## src/rtl/valve_sequencer_if.sv

```systemverilog
// rtl/valve_sequencer_if.sv - request/status bundle between zone logic and the valve sequencer
interface valve_sequencer_if;
   logic [1:0] r1;
   logic [1:0] r2;
   logic [1:0] e;
   logic       alarm_clr;
   logic [3:0] valve;
   logic       pump;
   logic       alarm;
   logic       busy;

   // The zone side drives requests and acknowledges; the sequencer drives the actuators.
   modport master (
      output r1, r2, e, alarm_clr,
      input  valve, pump, alarm, busy
   );

   modport slave (
      input  r1, r2, e, alarm_clr,
      output valve, pump, alarm, busy
   );
endinterface

```

## src/rtl/valve_sequencer.sv

```systemverilog
// rtl/valve_sequencer.sv - pump lead, staggered valve opening, min/max open time and fault latch
module valve_sequencer #(
   parameter int CNT_W     = 8,
   parameter int PUMP_LEAD = 4,
   parameter int STAGGER   = 3,
   parameter int MIN_ON    = 8,
   parameter int MAX_ON    = 64
) (
   input  logic             clk,
   input  logic             reset,
   valve_sequencer_if.slave bus
);

   typedef enum logic [1:0] {IDLE, PUMP_START, RUN, FAULT} state_t;

   // Counters hold "edges already seen", so each limit is compared against its value minus one.
   localparam logic [CNT_W-1:0] LEAD_LAST = CNT_W'(PUMP_LEAD - 1);
   localparam logic [CNT_W-1:0] STAG_LAST = CNT_W'(STAGGER - 1);
   localparam logic [CNT_W-1:0] MIN_LAST  = CNT_W'(MIN_ON - 1);
   localparam logic [CNT_W-1:0] MAX_LAST  = CNT_W'(MAX_ON - 1);

   state_t           state, state_nx;
   logic [3:0]       valve_q, valve_nx;
   logic [3:0]       lockout, lock_nx;
   logic             pump_q, alarm_q, busy_q;
   logic             alarm_nx, active_nx;
   logic [CNT_W-1:0] lead_cnt, lead_nx;
   logic [CNT_W-1:0] stag_cnt, stag_nx;
   logic [CNT_W-1:0] on_cnt [4];
   logic [CNT_W-1:0] on_nx  [4];
   logic [3:0]       req, eff_req, cand, open_mask, forced;
   logic             fault_in;

   assign req      = {bus.r2, bus.r1};
   assign eff_req  = req & ~lockout;
   assign fault_in = (bus.e == 2'b00);

   assign bus.valve = valve_q;
   assign bus.pump  = pump_q;
   assign bus.alarm = alarm_q;
   assign bus.busy  = busy_q;

   function automatic logic [CNT_W-1:0] sat_inc(input logic [CNT_W-1:0] v);
      return (v == {CNT_W{1'b1}}) ? v : v + CNT_W'(1);
   endfunction

   function automatic logic [3:0] lowest(input logic [3:0] v);
      return v & (~v + 4'd1);
   endfunction

   // Next-state, valve, timer and lockout decisions; fault overrides everything at the end.
   always_comb begin
      state_nx  = state;
      valve_nx  = valve_q;
      alarm_nx  = alarm_q;
      lead_nx   = lead_cnt;
      stag_nx   = stag_cnt;
      on_nx     = on_cnt;
      cand      = 4'b0;
      open_mask = 4'b0;
      forced    = 4'b0;

      case (state)
         IDLE: begin
            valve_nx = 4'b0;
            lead_nx  = '0;
            stag_nx  = '0;
            if (eff_req != 4'b0) state_nx = PUMP_START;
         end
         PUMP_START: begin
            valve_nx = 4'b0;
            if (eff_req == 4'b0) begin
               state_nx = IDLE;
               lead_nx  = '0;
            end else if (lead_cnt >= LEAD_LAST) begin
               state_nx  = RUN;
               open_mask = lowest(eff_req);
               stag_nx   = '0;
               lead_nx   = '0;
            end else begin
               lead_nx = sat_inc(lead_cnt);
            end
         end
         RUN: begin
            // Forced close at MAX_ON outranks a release close; both bypass the stagger.
            for (int i = 0; i < 4; i++) begin
               if (valve_q[i]) begin
                  if (on_cnt[i] >= MAX_LAST) begin
                     valve_nx[i] = 1'b0;
                     forced[i]   = 1'b1;
                     on_nx[i]    = '0;
                  end else if (!req[i] && on_cnt[i] >= MIN_LAST) begin
                     valve_nx[i] = 1'b0;
                     on_nx[i]    = '0;
                  end else begin
                     on_nx[i] = sat_inc(on_cnt[i]);
                  end
               end
            end
            cand = eff_req & ~valve_q;
            if (stag_cnt >= STAG_LAST && cand != 4'b0) begin
               open_mask = lowest(cand);
               stag_nx   = '0;
            end else begin
               stag_nx = sat_inc(stag_cnt);
            end
            if ((valve_nx | open_mask) == 4'b0 && eff_req == 4'b0) state_nx = IDLE;
         end
         FAULT: begin
            valve_nx = 4'b0;
            if (bus.alarm_clr) begin
               state_nx = IDLE;
               alarm_nx = 1'b0;
            end
         end
         default: state_nx = IDLE;
      endcase

      valve_nx = valve_nx | open_mask;
      for (int i = 0; i < 4; i++) begin
         if (open_mask[i]) on_nx[i] = '0;
      end

      lock_nx = (lockout & req) | forced;

      if (fault_in) begin
         state_nx = FAULT;
         valve_nx = 4'b0;
         alarm_nx = 1'b1;
         lead_nx  = '0;
         stag_nx  = '0;
         lock_nx  = 4'b0;
         for (int i = 0; i < 4; i++) on_nx[i] = '0;
      end

      active_nx = (state_nx == PUMP_START) || (state_nx == RUN);
   end

   // State, actuator outputs and timers, all registered with asynchronous clear.
   always_ff @(posedge clk or posedge reset) begin
      if (reset) begin
         state    <= IDLE;
         valve_q  <= 4'b0;
         pump_q   <= 1'b0;
         alarm_q  <= 1'b0;
         busy_q   <= 1'b0;
         lead_cnt <= '0;
         stag_cnt <= '0;
         lockout  <= 4'b0;
         for (int i = 0; i < 4; i++) on_cnt[i] <= '0;
      end else begin
         state    <= state_nx;
         valve_q  <= valve_nx;
         pump_q   <= active_nx;
         alarm_q  <= alarm_nx;
         busy_q   <= active_nx;
         lead_cnt <= lead_nx;
         stag_cnt <= stag_nx;
         lockout  <= lock_nx;
         for (int i = 0; i < 4; i++) on_cnt[i] <= on_nx[i];
      end
   end

endmodule

```

## src/flat_wrapper.sv

```systemverilog
// flat-port wrapper written by rule: the top's interface ports become plain ports
module valve_sequencer_flat 
#(
   parameter int CNT_W     = 8,
   parameter int PUMP_LEAD = 4,
   parameter int STAGGER   = 3,
   parameter int MIN_ON    = 8,
   parameter int MAX_ON    = 64
)
  (clk, reset, bus_r1, bus_r2, bus_e, bus_alarm_clr, bus_valve, bus_pump, bus_alarm, bus_busy);
  valve_sequencer_if bus_i ();
  input  logic clk;
  input  logic reset;
  input wire logic [$bits(bus_i.r1)-1:0] bus_r1;
  input wire logic [$bits(bus_i.r2)-1:0] bus_r2;
  input wire logic [$bits(bus_i.e)-1:0] bus_e;
  input wire logic [$bits(bus_i.alarm_clr)-1:0] bus_alarm_clr;
  output wire logic [$bits(bus_i.valve)-1:0] bus_valve;
  output wire logic [$bits(bus_i.pump)-1:0] bus_pump;
  output wire logic [$bits(bus_i.alarm)-1:0] bus_alarm;
  output wire logic [$bits(bus_i.busy)-1:0] bus_busy;
  assign bus_i.r1 = bus_r1;
  assign bus_i.r2 = bus_r2;
  assign bus_i.e = bus_e;
  assign bus_i.alarm_clr = bus_alarm_clr;
  assign bus_valve = bus_i.valve;
  assign bus_pump = bus_i.pump;
  assign bus_alarm = bus_i.alarm;
  assign bus_busy = bus_i.busy;
  valve_sequencer #(.CNT_W(CNT_W), .PUMP_LEAD(PUMP_LEAD), .STAGGER(STAGGER), .MIN_ON(MIN_ON), .MAX_ON(MAX_ON)) u_core (.clk(clk), .reset(reset), .bus(bus_i));
endmodule
```

## config.mk

```make
export PLATFORM = sky130hd
export DESIGN_NAME = valve_sequencer_flat
export DESIGN_NICKNAME = d
export VERILOG_FILES = /design/src/rtl/valve_sequencer_if.sv /design/src/rtl/valve_sequencer.sv /design/src/flat_wrapper.sv
export SDC_FILE = /design/constraint.sdc
export NUM_CORES = 1
export LEC_CHECK = 0
export ABC_AREA = 0
export CORE_ASPECT_RATIO = 0.5
export CORE_MARGIN = 2
export CORE_UTILIZATION = 50
export DETAILED_ROUTE_END_ITERATION = 12
export GPL_TIMING_DRIVEN = 0
export PLACE_DENSITY = 0.68
export SKIP_LAST_GASP = 1
export SLEW_MARGIN = 20
export SYNTH_ARGS = -nofsm -noshare
export SYNTH_HDL_FRONTEND = slang
export SYNTH_SLANG_ARGS = --single-unit
```

## constraint.sdc

```tcl
create_clock -name clk -period 2.6 [get_ports clk]
set_input_delay 0.52 -clock clk [delete_from_list [all_inputs] [get_ports clk]]
set_output_delay 0.52 -clock clk [all_outputs]
set_load 0.01 [all_outputs]
```

==> run_results.csv <==
group,metric,value,unit
outcome,status,"completed",
pwr,power.internal,2.10,mW
synth,synth_area,3440,µm²
timing,slew-limit-headroom,0.601,
pwr,swShare,0.307,
global_route,grt_pass1_wl,13300,µm
synth,synth.area.top_cells,"dfrtp_1 44%, nor2_1 7.0%, ha_1 4.4%",
clock_tree,clk_latency,0.34,ns
pwr,ir_drop,0.000375,V
setup_path,reg2reg_slack,0.11,ns
floorplan,die_x,121,µm
setup_path,r2r-end,"u_core.on_cnt[23]",
drt,wl_per_cell,15.4,µm
placed_design,gp_congestion,0.810,
drt,drc,0,
global_route,overflow,0,
pwr,switchingPower,0.928,mW
floorplan,fp.coreArea,6670,µm²
synth,synth_commonest_cells,"64 x nor2_1, 60 x dfrtp_1, 35 x nand2_1, 21 x a21oi_1, 21 x o21ai_0",
synth,yosysSeqAreaShare,0.437,
synth,yosysTopAreaCell,"dfrtp_1",
layout,syn_to_final_growth,18.1,%
clock_tree,numCtsBuffers,9,
floorplan,start_util,0.515,
timing,slew_viol_final,0,
timing,hold_viol,0,
placed_design,dpl.hpwl,5530,µm
timing,fin_skew,0.00752,ns
hold_path,min_path_type,"reg2reg",
synth,synth_top_flop_cell,"dfrtp_1",
setup_path,cp_max_fo,8,
setup_path,worstSetupPathType,"reg2reg",
global_route,grt_pass1_vias,2862,
pwr,total_power,3.02,mW
timing,min_period_over_period,0.958,
global_route,grt_use_total,0.224,
clock_tree,clk_path_buf_depth,2,
synth,ys_types,58,
synth,synthCells,377,
synth,ys_seq_elements,60,
setup_path,rr_worst_depth,9,
flow_run,cap_violations,0,
drt,drt_iter0_markers,245,
setup_path,setup.worst_path.end_class,"flop",
synth,syn_avg_cell_area,9.12,µm²
setup_path,cp_slowest_cell,"or4_4",
pwr,power_frac_seq,0.345,
drt,vias,2996,
clock_tree,clk_pin_slew_worst_paths,0.05,ns
drt,routed_via_density,5.96,
setup_path,crit_family,"simple AND/OR/NAND/NOR gates",
placed_design,port_buffers,15,
clock_tree,cts-root-buf,"clkbuf_16",
layout,design_area,4060,µm²
floorplan,die_area,7600,µm²
clock_tree,holdBufCountCts,0,
setup_path,r2r_start,"u_core.lead_cnt[0]",
drt,final_antenna_net_count,0,
setup_path,worstPathArrival,2.74,ns
layout,final_nets,427,
floorplan,row_count,21,
placed_design,dpl-instance-area,3730,µm²
setup_path,critPathBufInv,2,
floorplan,die-height,62.7,µm
timing,post-route-min-period,2.49,ns
hold_path,hp-start,"u_core.bus.alarm",
synth,synth_nets,398,
setup_path,critPathRequiredTime,2.85,ns
layout,antennaDiodeCount,0,
layout,drive_gt1_frac,0.102,
synth,synth_edf_count,0,
pwr,power_frac_comb,0.258,
pwr,power_frac_clock,0.396,
setup_path,cpPeakStageDelay,0.45,ns
setup_path,critPathLaunchType,"flop",
synth,yosysMostFrequentCell,"nor2_1",
drt,firstDrtPassIters,5,
synth,netlist.area_leader.share,0.437,
timing,max_freq,401,MHz
hold_path,hold_depth,2,
pwr,p_leak,1.80,nW
timing,tightest_slew,0.597,ns
timing,rsz0062_at_grt,"no",
synth,synthArstFlopShare,1.00,
timing,setup-violations-final,0,
drt,routed_wirelength,7740,µm
pwr,power.density,744,nW/µm²
synth,ys_warn_count,0,
hold_path,worstHoldEndpoint,"u_core.bus.alarm",
floorplan,num_io_pins,16,
clock_tree,htreeDepth,3,
clock_tree,numClockSinks,60,
global_route,antenna_found_initial,0,
clock_tree,cts_tree,"done",
global_route,grt_max_degree,33,
setup_path,crit_chain,"ha_1, or4_4, o41ai_4, buf_4, o32ai_1, and3_1, or2_1, buf_6, nor3b_2",
-- stage by stage --
step / std cells / utilization / hold slack [ns] / setup TNS (ns) / worst slack [ns]
after global placement: 484 / 0.555 / 0.459 / -29.11 / -0.472
final: 503 / 0.609 / 0.480 / 0 / 0.109
after detailed placement: 485 / 0.558 / 0.476 / -2.08 / -0.262
after floorplan: 377 / - / 0.477 / 0 / 0.401
after global routing: 503 / 0.609 / 0.509 / 0 / 0.00443
after CTS: 501 / 0.604 / 0.486 / 0 / 0.0510
-- cells in the final DEF (no fill, tap or decap), types with 5 or more instances in the layout --
| cell | count |
|---|---|
| a31oi_1 | 7 |
| nand4_1 | 6 |
| clkbuf_16 | 9 |
| and3_1 | 12 |
| xor2_1 | 11 |
| a21o_1 | 5 |
| or3_1 | 5 |
| a21oi_1 | 21 |
| dfrtp_1 | 60 |
| clkdlybuf4s50_1 | 15 |
| o21ai_1 | 5 |
| ha_1 | 12 |
| nand2_1 | 35 |
| inv_1 | 9 |
| nand3_1 | 16 |
| nor3_1 | 7 |
| o21ai_0 | 20 |
| nor2_1 | 64 |
-- sequential cells by signal, indices dropped and copies added, names as in the netlist --
signal            count
u_core.bus.alarm      1
u_core.lockout        4
u_core.lead_cnt       8
u_core.bus.pump       1
u_core.state          2
u_core.bus.valve      4
u_core.on_cnt        32
u_core.stag_cnt       8
-- cells by family after synthesis --
kind of cell / share of synthesized area
AO/OA/AOI/OAI: 0.197
XOR/XNOR: 0.0357
adder cells (fa/ha/maj): 0.0437
buffers and inverters: 0.0229
flip-flops: 0.437
AND/OR/NAND/NOR: 0.264
-- worst min-delay path: stages, from the launching register on --
cell and delay [ns]:
dfrtp_1 0.34, nand2_1 0.06, nand2_1 0.06
-- worst max path at each step --
stage          cells past startpoint                from                 to  slack [ns]
2_1_floorplan                      6           bus_r1[0]    u_core.bus.pump        0.40
3_3_place_gp                       2               reset  u_core.on_cnt[28]       -0.47
3_5_place_dp                       7           bus_r1[0]    u_core.bus.pump       -0.26
4_1_cts                            7   u_core.on_cnt[16]    u_core.bus.pump        0.05
5_1_grt                            9  u_core.lead_cnt[0]  u_core.on_cnt[23]       0.004
6_report                           9  u_core.lead_cnt[0]  u_core.on_cnt[23]        0.11
-- what timing repair did --
| item | 4_1_cts | 5_1_grt |
|---|---|---|
| setup endpoints to repair | 0 | 13 |
| gates resized for setup | 0 | 5 |
| setup buffers | 0 | 2 |
-- power groups by stage --
stage,clock network (mW),registers (mW),logic [mW]
finish,1.20,1.04,0.781
global route,1.26,1.05,0.850
CTS,1.22,1.04,0.757
detailed placement,0,1.06,0.752
global placement,0,1.05,0.729
floorplan,0,1.05,0.537
-- cell type report --
| class | count | area (µm²) |
|---|---|---|
| inverters | 10 | 40.0 |
| clock buffers | 11 | 253 |
| clock inverters | 5 | 50.0 |
| repair buffers | 18 | 185 |
| plain buffers | 6 | 41.3 |
| flip-flops and latches | 60 | 1500 |
| fillers | 597 | 2610 |
| well taps | 92 | 115 |
| multi-input cells | 301 | 1880 |
-- per-layer routing --
metal,vias up,track usage,part of all wire
li1,1440,-,-
met1,1445,0.310,0.48
met2,98,0.336,0.44
met3,13,0.0757,0.064
met4,0,0.0661,0.014
met5,-,0,0
(Power assumes the default switching activity.)
